## config.mk

```make
export PLATFORM = sky130hd
export DESIGN_NAME = rom_arbiter
export DESIGN_NICKNAME = d
export VERILOG_FILES = /design/src/rtl/rom_arbiter.sv
export SDC_FILE = /design/constraint.sdc
export NUM_CORES = 1
export LEC_CHECK = 0
export CORE_UTILIZATION = 47
export CTS_CLUSTER_DIAMETER = 30
export DETAILED_ROUTE_END_ITERATION = 6
export MAX_ROUTING_LAYER = met4
export PLACE_DENSITY = 0.95
export SYNTH_ARGS = -nofsm -noshare
export SYNTH_HDL_FRONTEND = slang
export SYNTH_SLANG_ARGS = --single-unit
export TNS_END_PERCENT = 20
```

## constraint.sdc

```tcl
create_clock -name clk -period 3.7 [get_ports clk]
set_clock_uncertainty 0.05 [all_clocks]
set_input_delay 0.74 -clock clk [delete_from_list [all_inputs] [get_ports clk]]
set_output_delay 0.74 -clock clk [all_outputs]
set_load 0.02 [all_outputs]
```

## src/rtl/rom_arbiter.sv

```systemverilog
// Shares one synchronous ROM between a fixed-latency video fetch path and a
// req/ack background requester; in-flight reads carry an owner tag.
module rom_arbiter #(
  parameter int ADDR_W     = 11,
  parameter int DATA_W     = 8,
  parameter int ROM_LAT    = 1,
  parameter int STARVE_LIM = 1024
) (
  input  logic              clk,
  input  logic              rst,
  input  logic              vid_req,
  input  logic [ADDR_W-1:0] vid_addr,
  output logic [DATA_W-1:0] vid_data,
  output logic              vid_valid,
  input  logic              bg_req,
  input  logic [ADDR_W-1:0] bg_addr,
  output logic              bg_ack,
  output logic [DATA_W-1:0] bg_data,
  output logic              bg_valid,
  output logic              bg_starve,
  output logic [ADDR_W-1:0] rom_addr,
  input  logic [DATA_W-1:0] rom_data
);

  localparam int CNT_RAW = $clog2(STARVE_LIM + 1);
  localparam int CNT_W   = (CNT_RAW < 11) ? 11 : CNT_RAW;
  localparam logic [CNT_W-1:0] LIM = CNT_W'(STARVE_LIM);

  logic [ADDR_W-1:0] rom_addr_q, rom_addr_d;
  logic [ROM_LAT:0]  tag_v_q, tag_v_d;
  logic [ROM_LAT:0]  tag_o_q, tag_o_d;
  logic [DATA_W-1:0] vid_data_q, vid_data_d;
  logic [DATA_W-1:0] bg_data_q, bg_data_d;
  logic              vid_valid_q, vid_valid_d;
  logic              bg_valid_q, bg_valid_d;
  logic [CNT_W-1:0]  cnt_q, cnt_d;
  logic              starve_q, starve_d;
  logic              ret_v, ret_o;

  // Video always wins; reset masks the grant so no read is issued under reset.
  assign bg_ack = bg_req & ~vid_req & ~rst;

  always_comb begin
    rom_addr_d = rom_addr_q;
    if (vid_req)     rom_addr_d = vid_addr;
    else if (bg_req) rom_addr_d = bg_addr;

    // Tag owner: 0 = video, 1 = background.
    tag_v_d    = tag_v_q << 1;
    tag_v_d[0] = vid_req | bg_req;
    tag_o_d    = tag_o_q << 1;
    tag_o_d[0] = ~vid_req & bg_req;

    ret_v = tag_v_q[ROM_LAT];
    ret_o = tag_o_q[ROM_LAT];

    vid_valid_d = ret_v & ~ret_o;
    bg_valid_d  = ret_v & ret_o;
    vid_data_d  = vid_valid_d ? rom_data : vid_data_q;
    bg_data_d   = bg_valid_d ? rom_data : bg_data_q;

    cnt_d = '0;
    if (bg_req && !bg_ack) cnt_d = (cnt_q >= LIM) ? cnt_q : cnt_q + 1'b1;
    starve_d = (cnt_d >= LIM);
  end

  always_ff @(posedge clk) begin
    if (rst) begin
      rom_addr_q  <= '0;
      tag_v_q     <= '0;
      tag_o_q     <= '0;
      vid_data_q  <= '0;
      bg_data_q   <= '0;
      vid_valid_q <= 1'b0;
      bg_valid_q  <= 1'b0;
      cnt_q       <= '0;
      starve_q    <= 1'b0;
    end else begin
      rom_addr_q  <= rom_addr_d;
      tag_v_q     <= tag_v_d;
      tag_o_q     <= tag_o_d;
      vid_data_q  <= vid_data_d;
      bg_data_q   <= bg_data_d;
      vid_valid_q <= vid_valid_d;
      bg_valid_q  <= bg_valid_d;
      cnt_q       <= cnt_d;
      starve_q    <= starve_d;
    end
  end

  assign rom_addr  = rom_addr_q;
  assign vid_data  = vid_data_q;
  assign vid_valid = vid_valid_q;
  assign bg_data   = bg_data_q;
  assign bg_valid  = bg_valid_q;
  assign bg_starve = starve_q;

endmodule

```

-- Word-level counts from Yosys, hierarchy flattened
Index checks and enable logic that the tools add are counted.
- bits in registers: 45
- logic and storage cells: 27
- order comparisons: 2
- bitwise logic cells: 8
- add/sub/neg operators: 1
- mux-type cells: 4
- reductions and logical operators: 3
- operators with widths (kind ; count):
    11-bit two-way mux ; 4
    11-bit >= comparator (second input constant) ; 2
    11-bit by 1-bit adder with 11-bit output (second input constant) ; 1
    1-bit AND ; 4
    1-bit inverter ; 3
    2-bit nonzero test ; 1
    1-bit logical AND ; 1
    1-bit zero test ; 1
    1-bit bitwise OR ; 1

-- Logic depth before layout (Yosys ltp)
- depth after elaboration: 7
- depth in mapped cells: 5

-- Worst setup path before layout
Ideal clock, no wire load.
- path type: input to output
- start: in vid_req
- end: out bg_ack
- cell stages on the path: 3
- arrival: 1.648 ns
- slack: 1.262 ns
- path through: buf_2 -> buf_2 -> nor3b_1
- cells in the longest elaborated chain, start to end: 3
- ends and longest elaborated chain (item ; RTL line ; RTL):
    start: declaration ; 11 ; input logic vid_req,
    1-bit inverter ; 41 ; assign bg_ack = bg_req & ~vid_req & ~rst;
    1-bit AND (2 in a row) ; 41 ;
    end: declaration ; 17 ; output logic bg_ack,
Every way passes these cells.

-- Worst setup path after layout
- start: in bg_req
- end: out bg_ack
- cells in the longest elaborated chain, start to end: 2
- ends and longest elaborated chain (item ; RTL line ; RTL):
    start: declaration ; 15 ; input logic bg_req,
    1-bit AND (2 in a row) ; 41 ;
Every way passes these cells.

==> impl_metrics.tcl <==
set metrics [dict create \
    cts_max_level 2 \
    synth_ff_type "dfxtp_1" \
    die_w_um 63.29 \
    syn_area_um2 1765 \
    post-place-cells 292 \
    final_area_um2 2532 \
    cts_setup_buffers 0 \
    cp.arrival_ps 2110 \
    rr_endpoint "cnt_q[6]$_SDFF_PP0_" \
    core-area_um2 3468 \
    p_leak_nw 0.9512 \
    tns_ps 0 \
    min_path_type "register to register" \
    synthToLayoutAreaGrowth_pct 43.44 \
    r2r_setup_slack_ps 2140 \
    dp_hpwl_mm 2.709 \
    clock_path_buffers 2 \
    hold_depth 1 \
    drt-total-wl_mm 3.718 \
    grt_start_max_net_pins 36 \
    outcome "finished clean" \
    synthAdderAreaFrac_pct 1.417 \
    drive_above_1_share_pct 9.843 \
    yosysTopAreaCellShare_pct 49.89 \
    synth_top_family_by_area "simple AND/OR/NAND/NOR gates" \
    fp-row-count 21 \
    viasPerCell 5.123 \
    drtIter0Drc 96 \
    cap_violations 0 \
    antenna_found_initial 0 \
    synth_area_leaders "dfxtp_1 (50%), mux2_2 (7.0%), mux2i_1 (6.8%)" \
    synth_xor_area_share_pct 1.984 \
    synthSimpleGateAreaFrac_pct 21.47 \
    nFillCells 251 \
    syn_avg_cell_area_um2 9.243 \
    ys_ff_latch 44 \
    cts_root_buf "clkbuf_8" \
    cp.required_ps 2910 \
    synth_compound_area_share_pct 8.079 \
    p_per_area_nw_per_um2 374.1 \
    synth_edf_count 0 \
    hold_ws_ps 386.7 \
    nNetsFinal 289 \
    drc 0 \
    cp-start-kind "primary input" \
    worst_slew_pin_slew_ps 515.8 \
    io_pins 65 \
    synth_seq_area_share_pct 49.89 \
    critical_path.max_fanout 2 \
    finalCriticalPeriod_ps 2900 \
    synth_cells 191 \
    fmax_mhz 344.8 \
    yosysWarnings 0 \
    slew_viol_final 0 \
    synth_cell_type_count 30 \
    finalHoldViolCount 0 \
    grt_pass1_wl_mm 6.506 \
    drtAntennaViolNets 0 \
    yosys.area.top_type "dfxtp_1" \
    reg2regPathDepth 4 \
    synth.most_common_cell "dfxtp_1" \
    die_h_um 63.29 \
    grt.overflow.total 0 \
    post_cts_resized 0 \
    port-buffer-count 64 \
    vias 1537 \
    drt-wirelength-per-cell_um 12.39 \
    grt_setup_unrepaired "no" \
    crit_type "primary input to output pin" \
    synthMuxAreaShare_pct 13.82 \
    yosys-top-cells-count "dfxtp_1 (44), nand2_1 (28), a21oi_1 (21)" \
    gp_congestion 0.7915 \
    place_area_um2 2435 \
    die_area_um2 4006 \
    initial_utilization_pct 50.90 \
    stdcell_count 300 \
    cts_buffers 5 \
    syn-num-nets 227 \
    cts_num_sinks 44 \
    min_from "tag_v_q[0]$_SDFF_PP0_" \
    reg2reg_from "cnt_q[0]$_SDFF_PP0_" \
    peakVddDrop_uv 321.2 \
    clkTransAtPathRegs_ps 90 \
    grt_usage_pct 21.50 \
    clkLatencyLatePin_ps 300 \
    hold_path_end "tag_v_q[1]$_SDFF_PP0_" \
    cts_tree "yes" \
    firstDrtPassIters 4 \
    grt_pass1_vias 1537 \
    cp-end-kind "output pin" \
    max-slew-margin-rel_pct 65.54 \
    hold_buffers 0 \
    diodes 0 \
    ys_async_sr_fraction_pct 0 \
    finalSetupViolCount 0 \
    finalCritPeriodShare_pct 78.39 \
]
[cell type report]
cell class | count | area (µm²) | share of cell area (%)
sequential | 44 | 880.8 | 34.78
multi-input combinational | 133 | 825.8 | 32.61
timing repair buffer | 67 | 663.1 | 26.19
clock buffer | 6 | 82.58 | 3.261
tap | 46 | 57.56 | 2.273
clock inverter | 2 | 15.01 | 0.5929
inverter | 2 | 7.507 | 0.2964
[placed cells by master (no fill, tap or decap), drive strengths merged, types with 3 or more instances in the layout]
cell / instances
mux2i: 12
xor2: 3
nand3: 10
nor2b: 3
or3: 3
mux2: 11
nand2: 28
o21ai: 3
clkdlybuf4s50: 64
buf: 3
clkbuf: 6
nor2: 20
a21oi: 21
dfxtp: 44
[logic make-up after synthesis]
| kind of cell | Yosys count |
|---|---|
| flops | 44 |
| simple gates | 77 |
| buf+inv | 14 |
| xor+xnor | 4 |
| fa+ha+maj | 2 |
| compound gates | 27 |
| mux | 23 |
[flip-flops by register name, indices dropped and copies added, names as in the netlist]
signal / count
bg_data: 8
tag_o_q: 2
rom_addr: 11
vid_valid: 1
bg_valid: 1
vid_data: 8
cnt_q: 11
tag_v_q: 2
[through the flow]
step | total power [W] | util, % | setup WS (ps)
6_report | 0.0009473 | 73.02 | 799.7
5_1_grt | 0.0009882 | 73.02 | 757.4
4_1_cts | 0.0009534 | 73.02 | 758.3
3_5_place_dp | 0.0006446 | 70.20 | 758.6
3_3_place_gp | 0.0006411 | 70.20 | 787.5
2_1_floorplan | 0.0005729 | - | 1262
[worst max-delay path by stage]
stage	start	to	cells after the start
3_3_place_gp	bg_req	bg_ack	3
6_report	bg_req	bg_ack	3
4_1_cts	bg_req	bg_ack	3
5_1_grt	bg_req	bg_ack	3
3_5_place_dp	bg_req	bg_ack	3
2_1_floorplan	vid_req	bg_ack	3
[metal layers]
| layer | vias up | GRT usage, % | part of all wire, % |
|---|---|---|---|
| li1 | 770 | - | - |
| met2 | 61 | 35.22 | 49 |
| met3 | 7 | 5.978 | 6.4 |
| met1 | 699 | 24.80 | 43 |
| met4 | 0 | 8.523 | 1.6 |
| met5 | - | - | 0 |
[power by group]
group	internal, W	total [W]	switching [W]
clock network	0.000151	0.000314	0.000163
logic	0.0000775	0.000134	0.0000566
registers	0.000489	0.000499	0.00000984
[worst max-delay path, stage by stage]
cell	delay, ps
clkdlybuf4s50_1	490
nor3b_1	240
clkdlybuf4s50_1	650
Note: power is estimated with default switching activity, not from simulation.
